[src/rtl/iambic_keyer_gen2.sv]
// Iambic (mode A/B) and straight-key Morse keyer with PTT lead, hang time
// and dash weighting; every duration is counted in 1 ms prescaler ticks.
module iambic_keyer_gen2 #(
    parameter int CLKS_PER_MS = 48000,
    parameter int DOT_W       = 10,
    parameter int DEB_MS      = 5
) (
    input  logic             IF_clk,
    input  logic             IF_rst,
    input  logic             paddle_dot_n,
    input  logic             paddle_dash_n,
    input  logic [1:0]       keyer_mode,
    input  logic             keys_reversed,
    input  logic [DOT_W-1:0] dot_ms,
    input  logic [6:0]       weight,
    input  logic [7:0]       ptt_delay_ms,
    input  logic [9:0]       hang_ms,
    output logic             key_on,
    output logic             tx_en,
    output logic             tick_1ms,
    output logic             elem_start
);

    localparam int PW = $clog2(CLKS_PER_MS);
    localparam int DW = DOT_W + 3;
    localparam int CW = (DW > 10) ? DW : 10;
    localparam int BW = $clog2(DEB_MS + 2);

    typedef enum logic [2:0] {
        S_IDLE,
        S_LEAD,
        S_DOT,
        S_DASH,
        S_SPACE,
        S_HANG,
        S_STRAIGHT
    } state_t;

    state_t          state_q, state_d;
    logic [PW-1:0]   pre_q, pre_d;
    logic            tick_q, tick_d;
    logic [BW-1:0]   deb_q, deb_d;
    logic [CW-1:0]   cnt_q, cnt_d;
    logic [1:0]      mode_q, mode_d;
    logic            last_q, last_d;
    logic            mem_q, mem_d;
    logic            key_on_q, key_on_d;
    logic            tx_en_q, tx_en_d;
    logic            es_q, es_d;

    logic                 dot_s, dash_s;
    logic                 key_deb_s;
    logic [DOT_W-1:0]     dot_eff_s;
    logic signed [DW-1:0] dash_raw_s;
    logic [DW-1:0]        dash_len_s;
    logic [CW-1:0]        target_s;
    logic                 done_s;
    logic                 straight_live_s, straight_q_s;
    logic                 cur_dash_s, same_low_s, opp_low_s, mem_now_s;
    logic                 go_s, next_dash_s;

    // Free-running 1 ms prescaler
    always_comb begin
        pre_d  = pre_q + PW'(1);
        tick_d = 1'b0;
        if (pre_q == PW'(CLKS_PER_MS - 1)) begin
            pre_d  = '0;
            tick_d = 1'b1;
        end else begin
            tick_d = 1'b0;
        end
    end

    // Paddle swap and straight-key debounce (count saturates at DEB_MS)
    always_comb begin
        dot_s  = keys_reversed ? ~paddle_dash_n : ~paddle_dot_n;
        dash_s = keys_reversed ? ~paddle_dot_n  : ~paddle_dash_n;
        deb_d  = deb_q;
        if (tick_q) begin
            if (!dot_s) begin
                deb_d = '0;
            end else if (deb_q != BW'(DEB_MS)) begin
                deb_d = deb_q + BW'(1);
            end else begin
                deb_d = deb_q;
            end
        end else begin
            deb_d = deb_q;
        end
        key_deb_s = (deb_d == BW'(DEB_MS));
    end

    // Element lengths and the per-state tick target
    always_comb begin
        dot_eff_s  = (dot_ms == '0) ? DOT_W'(1) : dot_ms;
        dash_raw_s = signed'(DW'(dot_eff_s) * DW'(3) + DW'(weight) - DW'(50));
        if (dash_raw_s < signed'(DW'(dot_eff_s))) begin
            dash_len_s = DW'(dot_eff_s);
        end else begin
            dash_len_s = unsigned'(dash_raw_s);
        end
        case (state_q)
            S_LEAD:          target_s = CW'(ptt_delay_ms);
            S_DOT, S_SPACE:  target_s = CW'(dot_eff_s);
            S_DASH:          target_s = CW'(dash_len_s);
            S_HANG:          target_s = CW'(hang_ms);
            default:         target_s = '0;
        endcase
        done_s = tick_q && ((cnt_q + CW'(1)) == target_s);
    end

    // Paddle roles relative to the element in progress (SPACE uses the last one)
    always_comb begin
        straight_live_s = (keyer_mode[1] == keyer_mode[0]);
        straight_q_s    = (mode_q[1] == mode_q[0]);
        cur_dash_s      = (state_q == S_DASH) || ((state_q != S_DOT) && last_q);
        same_low_s      = cur_dash_s ? dash_s : dot_s;
        opp_low_s       = cur_dash_s ? dot_s : dash_s;
        mem_now_s       = mem_q || ((mode_q == 2'b10) && opp_low_s);
    end

    // Next-state logic
    always_comb begin
        state_d     = state_q;
        cnt_d       = tick_q ? (cnt_q + CW'(1)) : cnt_q;
        mode_d      = mode_q;
        last_d      = last_q;
        mem_d       = mem_q;
        go_s        = 1'b0;
        next_dash_s = 1'b0;
        case (state_q)
            S_IDLE: begin
                mode_d = keyer_mode;
                cnt_d  = '0;
                mem_d  = 1'b0;
                if (straight_live_s) begin
                    if (key_deb_s) begin
                        state_d = S_STRAIGHT;
                    end else begin
                        state_d = S_IDLE;
                    end
                end else if (dot_s || dash_s) begin
                    last_d = !dot_s;
                    if (ptt_delay_ms == 8'd0) begin
                        state_d = dot_s ? S_DOT : S_DASH;
                    end else begin
                        state_d = S_LEAD;
                    end
                end else begin
                    state_d = S_IDLE;
                end
            end
            S_LEAD: begin
                if (done_s) begin
                    state_d = last_q ? S_DASH : S_DOT;
                    cnt_d   = '0;
                end else begin
                    state_d = S_LEAD;
                end
            end
            S_DOT, S_DASH: begin
                mem_d = mem_now_s;
                if (done_s) begin
                    state_d = S_SPACE;
                    last_d  = (state_q == S_DASH);
                    cnt_d   = '0;
                end else begin
                    state_d = state_q;
                end
            end
            S_SPACE: begin
                mem_d = mem_now_s;
                if (done_s) begin
                    cnt_d = '0;
                    if (mem_now_s) begin
                        go_s        = 1'b1;
                        next_dash_s = !cur_dash_s;
                    end else if (same_low_s) begin
                        go_s        = 1'b1;
                        next_dash_s = cur_dash_s;
                    end else if (opp_low_s) begin
                        go_s        = 1'b1;
                        next_dash_s = !cur_dash_s;
                    end else begin
                        go_s = 1'b0;
                    end
                    if (go_s) begin
                        state_d = next_dash_s ? S_DASH : S_DOT;
                        last_d  = next_dash_s;
                        mem_d   = 1'b0;
                    end else begin
                        state_d = S_HANG;
                    end
                end else begin
                    state_d = S_SPACE;
                end
            end
            S_HANG: begin
                mem_d = 1'b0;
                if (straight_q_s) begin
                    if (key_deb_s) begin
                        state_d = S_STRAIGHT;
                        cnt_d   = '0;
                    end else if ((hang_ms == 10'd0) || done_s) begin
                        state_d = S_IDLE;
                    end else begin
                        state_d = S_HANG;
                    end
                end else if (dot_s || dash_s) begin
                    state_d = dot_s ? S_DOT : S_DASH;
                    last_d  = !dot_s;
                    cnt_d   = '0;
                end else if ((hang_ms == 10'd0) || done_s) begin
                    state_d = S_IDLE;
                end else begin
                    state_d = S_HANG;
                end
            end
            S_STRAIGHT: begin
                if (!key_deb_s) begin
                    state_d = S_HANG;
                    cnt_d   = '0;
                end else begin
                    state_d = S_STRAIGHT;
                end
            end
            default: begin
                state_d = S_IDLE;
                cnt_d   = '0;
            end
        endcase
    end

    // Outputs follow the next state so they change on the transition edge
    always_comb begin
        key_on_d = (state_d == S_DOT) || (state_d == S_DASH) || (state_d == S_STRAIGHT);
        tx_en_d  = (state_d != S_IDLE);
        es_d     = key_on_d && !key_on_q;
    end

    // State and output registers
    always_ff @(posedge IF_clk or posedge IF_rst) begin
        if (IF_rst) begin
            state_q  <= S_IDLE;
            pre_q    <= '0;
            tick_q   <= 1'b0;
            deb_q    <= '0;
            cnt_q    <= '0;
            mode_q   <= 2'b00;
            last_q   <= 1'b0;
            mem_q    <= 1'b0;
            key_on_q <= 1'b0;
            tx_en_q  <= 1'b0;
            es_q     <= 1'b0;
        end else begin
            state_q  <= state_d;
            pre_q    <= pre_d;
            tick_q   <= tick_d;
            deb_q    <= deb_d;
            cnt_q    <= cnt_d;
            mode_q   <= mode_d;
            last_q   <= last_d;
            mem_q    <= mem_d;
            key_on_q <= key_on_d;
            tx_en_q  <= tx_en_d;
            es_q     <= es_d;
        end
    end

    assign key_on     = key_on_q;
    assign tx_en      = tx_en_q;
    assign tick_1ms   = tick_q;
    assign elem_start = es_q;

endmodule

[config.mk]
export PLATFORM = sky130hd
export DESIGN_NAME = iambic_keyer_gen2
export DESIGN_NICKNAME = d
export VERILOG_FILES = /design/src/rtl/iambic_keyer_gen2.sv
export SDC_FILE = /design/constraint.sdc
export NUM_CORES = 1
export LEC_CHECK = 0
export ABC_CLOCK_PERIOD_IN_PS = 6820
export BUFFER_PORTS_ARGS = -buffer_cell sky130_fd_sc_hd__buf_2
export CORE_ASPECT_RATIO = 0.9
export CORE_MARGIN = 5
export CORE_UTILIZATION = 40
export CTS_CLUSTER_DIAMETER = 80
export DETAILED_ROUTE_END_ITERATION = 16
export GPL_TIMING_DRIVEN = 0
export PLACE_DENSITY = 0.67
export SYNTH_ARGS = -nofsm -noshare
export SYNTH_HDL_FRONTEND = slang
export SYNTH_SLANG_ARGS = --single-unit
[constraint.sdc]
create_clock -name IF_clk -period 6.82 [get_ports IF_clk]
set_input_delay 0.341 -clock IF_clk [delete_from_list [all_inputs] [get_ports IF_clk]]
set_output_delay 0.341 -clock IF_clk [all_outputs]
set_load 0.03 [all_outputs]
Word level (Yosys, flattened, before mapping)
Index checks and enable logic that the tools add are counted.

word-level totals
  bits in registers = 43
  bits of input ports = 42

cells by class
  $add $sub $neg = 5
  multiply operators = 1
  magnitude comparators = 1
  equal/unequal tests = 22
  mux-type cells = 56
  bitwise operators = 2
  reductions and logical operators = 25

operators by type and width
  operator                                                               count
  13-bit two-way mux                                                     7
  13-bit case mux with 4 select lines                                    1
  3-bit two-way mux                                                      13
  13-bit case mux with 3 select lines                                    1
  1-bit two-way mux                                                      26
  10-bit zero test                                                       2
  3-bit case mux with 6 select lines                                     1
  16-bit by 1-bit adder with 16-bit output, second input constant        1
  16-bit equality test, second input constant                            1
  16-bit two-way mux                                                     1
  3-bit equality test, second input constant                             5
  12-bit by 7-bit adder with 13-bit output                               1
  13-bit by 1-bit adder with 13-bit output, second input constant        1
  13-bit equality test                                                   1
  13-bit by 11-bit < comparator with 1-bit output                        1
  13-bit by 6-bit subtractor with 13-bit output, second input constant   1
  3-bit by 2-bit equality test with 1-bit output, second input constant  4
  10-bit by 2-bit multiplier with 12-bit output, second input constant   1
  10-bit two-way mux                                                     1
  2-bit != test, second input constant                                   5
  8-bit zero test                                                        1
  1-bit logical OR                                                       6
  2-bit two-way mux                                                      3
  6-bit AND reduction                                                    1
  16 further kinds                                                       26

Logic depth before layout (Yosys ltp)
  depth after elaboration = 20
  mapped depth = 34
  gate-level depth less buffers = 30

Worst setup path before layout
OpenSTA, ideal clock, no wires.

  path kind = input port to flip-flop
  start point = in dot_ms[8]
  end point = reg tx_en_q, in the netlist tx_en
  setup time = 0.131 ns
  data arrival time = 6.528 ns
  required time = 6.689 ns
  slack = 0.161 ns
  cell stages on the path = 32
  path through = inv_1 -> ha_1 -> and3_1 -> nand4b_1 -> buf_2 -> nand2_1 -> ha_1 -> fa_1 -> inv_1 -> ha_1 -> a21o_1 -> a31o_2 -> nor2_1 -> o21ai_0 -> xnor2_1 -> ha_1 -> a211oi_1 -> nand2_1 -> a311oi_1 -> ha_1 -> and4bb_2 -> buf_2 -> and2_0 -> mux2i_1 -> and3_1 -> nor4_1 -> nand4_1 -> a311oi_2 -> buf_4 -> a31o_1 -> nand2_1 -> or3_1

between the ends
  word-level cells in the longest chain between the ends = 16
  elaborated cells between the ends (all ways) = 20

ends and longest elaborated chain
  item                                             RTL line  RTL
  start, declared                                  14        input logic [DOT_W-1:0] dot_ms,
  10-bit zero test                                 95        dot_eff_s = (dot_ms == '0) ? DOT_W'(1) : dot_ms;
  10-bit two-way mux *                             95
  10-bit by 2-bit multiplier with 12-bit output    96        dash_raw_s = signed'(DW'(dot_eff_s) * DW'(3) + DW'(weight) - DW'(50));
  12-bit by 7-bit adder with 13-bit output         96
  13-bit by 6-bit subtractor with 13-bit output    96
  13-bit by 11-bit < comparator with 1-bit output  97        if (dash_raw_s < signed'(DW'(dot_eff_s))) begin
  13-bit two-way mux                               97
  13-bit case mux with 4 select lines *            102       case (state_q)
  13-bit equality test *                           109       done_s = tick_q && ((cnt_q + CW'(1)) == target_s);
  1-bit logical AND *                              109
  1-bit logical OR                                 204, 213
  3-bit two-way mux                                204, 213
  3-bit two-way mux (on tied branches)             209, 201
  3-bit two-way mux                                200       if (straight_q_s) begin
  3-bit case mux with 6 select lines *             131       case (state_q)
  3-bit nonzero test *                             237       tx_en_d = (state_d != S_IDLE);
  named net tx_en_d                                48        logic tx_en_q, tx_en_d;
  end signal, assigned                             265       tx_en_q <= tx_en_d;
  end, declared                                    48

The timed path passes the listed nets; every way through them passes the cells marked *.
A chain may end at the register's enable or synchronous reset.

Worst setup path in the final report
  start point = in dot_ms[9]
  end point = reg tx_en_q, in the netlist tx_en

between the ends
  elaborated cells between the ends (all ways) = 20

RTL lines
  item                                             RTL line  RTL
  10-bit zero test                                 95
  10-bit two-way mux *                             95
  10-bit by 2-bit multiplier with 12-bit output    96
  12-bit by 7-bit adder with 13-bit output         96
  13-bit by 6-bit subtractor with 13-bit output    96
  13-bit by 11-bit < comparator with 1-bit output  97
  13-bit two-way mux                               97
  13-bit case mux with 4 select lines *            102
  13-bit equality test *                           109
  1-bit logical AND *                              109
  3-bit two-way mux (tied with other cells)        173       if (done_s) begin
  3-bit case mux with 6 select lines *             131
  named net state_d[1]                             39        state_t state_q, state_d;
  3-bit nonzero test *                             237
  named net tx_en_d                                48

Marked as above.

==> run_results.csv <==
group,metric,value,unit
power_and_ir_drop,peakVddDrop,162,uV
setup_path,cp_common_cell,"ha_4",
finish,n_antenna_cell,0,
sta,tightest_slew,0.888,ns
floorplanning,row_count,36,
placed_design,dp_slack,-0.991,ns
sta,period_share,99.8,%
route,wl_met2,5.82,mm
yosys,ys_seq_elements,43,
power_and_ir_drop,switchingPower,548,uW
placed_design,place_hpwl,8.70,mm
clocking,root_buffer,"clkbuf_16",
setup_path,critPathRequiredTime,6.97,ns
floorplanning,die_w,120,um
yosys,syn_inst,532,
yosys,synth_top_family_by_area,"simple AND/OR/NAND/NOR gates",
setup_path,arrival,6.96,ns
power_and_ir_drop,power_frac_clock,19.1,%
clocking,cts.reportedPaths.clkPinSlew,0.06,ns
setup_path,start_kind,"input pin",
yosys,seq_area_frac_synth,24.6,%
route,antenna_left,0,
finish,multi_input_area,3390,um2
route,drt_pass1_iterations,5,
setup_path,cp_max_fo,6,
yosys,synth_top_cell_area_share,24.6,%
floorplanning,io_pins,46,
grt,grt_first_pass_wirelength,19.1,mm
yosys,yosysTopAreaCell,"dfrtp_1",
yosys,avgSynthCellArea,8.22,um2
yosys,ys_types,69,
setup_path,max_stage_delay,0.63,ns
route,routedWlPerCell,16.1,um
clocking,clock_sinks,43,
yosys,synth_xor_area_share,10.5,%
floorplanning,start_util,40.6,%
clocking,clock_latency,0.28,ns
clocking,hold_buffers,0,
floorplanning,die_y,109,um
route,drc,0,
power_and_ir_drop,powerDensity,243,nW/um2
route,vias,4155,
sta,max_freq,147,MHz
yosys,ys_async_sr_fraction,100,%
clocking,htreeDepth,2,
yosys,synth_warnings,0,
yosys,synth-adder-area-share,15.1,%
grt,antenna_found_initial,0,
yosys,synthSimpleGateAreaFrac,22.4,%
sta,rsz0062_at_grt,"true",
grt,grt_max_degree,44,
sta,skew,0.00735,ns
finish,nFillCells,927,
yosys,synth_compound_area_share,16.9,%
placed_design,numPlacedInstances,707,
yosys,synth-main-ff-cell,"dfrtp_1",
finish,syn_to_final_growth,29.5,%
route,wirelength,12.1,mm
power_and_ir_drop,power.leakage,2.46,nW
finish,final-instance-count-excl-fill,747,
sta,finalMaxSlewViolations,0,
placed_design,io_buffers,42,
outcome,status,"finished, final reports clean",
floorplanning,fp.coreArea,10800,um2
clocking,numCtsBuffers,5,
yosys,syn-num-nets,622,
placed_design,gp_congestion,0.879,
worst_hold_path,hold_path.class,"input pin to async pin",
floorplanning,die_area,13100,um2
route,dr.first_iter.drc_count,348,
grt,grt_use_total,17.7,%
setup_path,endpoint_kind,"flop",
clocking,cts_buffer_depth,2,
power_and_ir_drop,seq_power_share,21.7,%
yosys,synth.area.top_cells,"dfrtp_1, ha_1, xnor2_1, nor2_1, nand2_1",
power_and_ir_drop,internal_power,825,uW
yosys,synth-edff-count,0,
yosys,synthTopCellsByCount,"nor2_1, nand2_1, inv_1",
clocking,cts_tree,"yes",
finish,regArea,1080,um2
finish,fin_util,52.6,%
sta,setup-violations-final,0,
yosys,syn_area,4370,um2
route,drt-met1-wl,5.54,mm
sta,relSlewSlack,40.7,%
sta,post-route-min-period,6.80,ns
grt,grt_pass1_vias,4029,
finish,nets,704,
sta,hold_viol_final,0,
setup_path,path_class,"input pin to flop",
yosys,synth_most_common_cell,"nor2_1",
route,dr_wl_met3,575,um
sta,fin_ws,0.0153,ns
power_and_ir_drop,swShare,39.9,%
route,vias_per_cell,5.56,
flow_run,cap_violations,0,
power_and_ir_drop,p_comb_share,59.2,%
route,maxUsedRoutingLayer,"met4",
yosys,yosys-mux-area-fraction,4.01,%
setup_path,slowest_stage,"fa_2",
finish,layout-drive-gt1-share,27.0,%
grt,overflow,0,
-- sequential cells by signal, summed over array words and instances, names as in the netlist --
signal      cells
tick_1ms        1
pre_q          16
elem_start      1
state_q         3
cnt_q          13
tx_en           1
mem_q           1
mode_q          2
key_on          1
last_q          1
deb_q           3
-- final cells by class --
type / count / area share, %
multi-input cells: 419 / 59.8
clock buffers: 6 / 2.28
plain buffers: 23 / 2.32
repair buffers: 75 / 9.50
well taps: 133 / 2.94
inverters: 47 / 3.60
clock inverters: 1 / 0.530
flip-flops and latches: 43 / 19.0
-- what timing repair did --
item / CTS / global route
setup buffers: 13 / 18
pin swaps: 7 / 45
gates resized for setup: 27 / 94
gates cloned: 1 / 1
setup endpoints to repair: 21 / 21
-- worst paths after layout --
| check | cells after the start | slack (ns) | endpoint | start |
|---|---|---|---|---|
| hold reg to reg | 1 | 0.45 | elem_start | key_on |
| min in group IF_clk | 3 | 0.32 | mode_q[0] | keyer_mode[0] |
| setup / recovery | 34 | 0.02 | tx_en | dot_ms[9] |
| setup reg to reg | 12 | 3.26 | tx_en | cnt_q[1] |
| max in group asynchronous | 2 | 6.01 | state_q[2] | IF_rst |
| hold / removal | 2 | 0.25 | tx_en | IF_rst |
-- layout by cell type, fill, tap and decap left out, types with 5 or more instances in the layout --
cell / synthesis / routed
a21oi_1: 22 / 18
a21oi_2: 1 / 5
a31oi_1: 7 / 7
and3_1: 8 / 7
buf_2: 9 / 42
buf_4: 2 / 29
buf_6: 0 / 12
clkbuf_1: 11 / 12
clkbuf_16: 0 / 5
dfrtp_1: 43 / 43
fa_1: 8 / 6
ha_1: 40 / 28
ha_4: 0 / 11
inv_1: 47 / 37
inv_2: 0 / 5
mux2i_1: 13 / 12
nand2_1: 48 / 43
nand2b_1: 6 / 5
nand3_1: 16 / 16
nand4_1: 13 / 13
nor2_1: 51 / 50
nor2b_1: 12 / 11
nor3_1: 15 / 15
nor4_1: 9 / 8
o21ai_0: 25 / 21
xnor2_1: 30 / 27
xor2_1: 20 / 19
-- kinds of logic (layout without fill, tap and decap cells) --
group | count (synthesis) | count (layout)
simple gates | 196 | 196
compound gates | 107 | 107
buf+inv | 70 | 152
xor+xnor | 51 | 51
fa+ha+maj | 48 | 48
flops | 43 | 43
mux | 17 | 17
-- layer usage --
| metal | vias to the layer above | global-route usage [%] |
|---|---|---|
| met5 | - | 0 |
| met4 | 0 | 4.99 |
| met3 | 10 | 2.44 |
| met2 | 121 | 29.4 |
| met1 | 1989 | 24.2 |
| li1 | 2035 | - |
-- power groups by stage --
stage                     registers (mW)  logic [mW]  clock network, mW
after floorplan                    0.313       0.434                  0
after detailed placement           0.303       0.582                  0
final                              0.298       0.813              0.262
after global routing               0.302       0.881              0.279
after global placement             0.302       0.575                  0
after CTS                          0.299       0.655              0.265
-- through the flow --
| step | area, um2 | hold slack [ns] | TNS [ns] | power (mW) |
|---|---|---|---|---|
| after floorplan | 4370 | 0.433 | 0 | 0.746 |
| after global placement | 4750 | 0.446 | -17.76 | 0.877 |
| after detailed placement | 4750 | 0.425 | -17.55 | 0.884 |
| after CTS | 5130 | 0.296 | 0 | 1.22 |
| after global routing | 5660 | 0.319 | -1.55 | 1.46 |
| final | 5660 | 0.255 | 0 | 1.37 |
-- critical path, delay by kind of cell --
kind                       cells  cell delay (ns)
AOI/OAI and AO/OA              7             1.22
and+or+nand+nor               12             2.12
muxes                          2             0.35
buffers and inverters          6             0.67
adders and majority gates      7             2.21
Power figures use the tool's default switching activity.
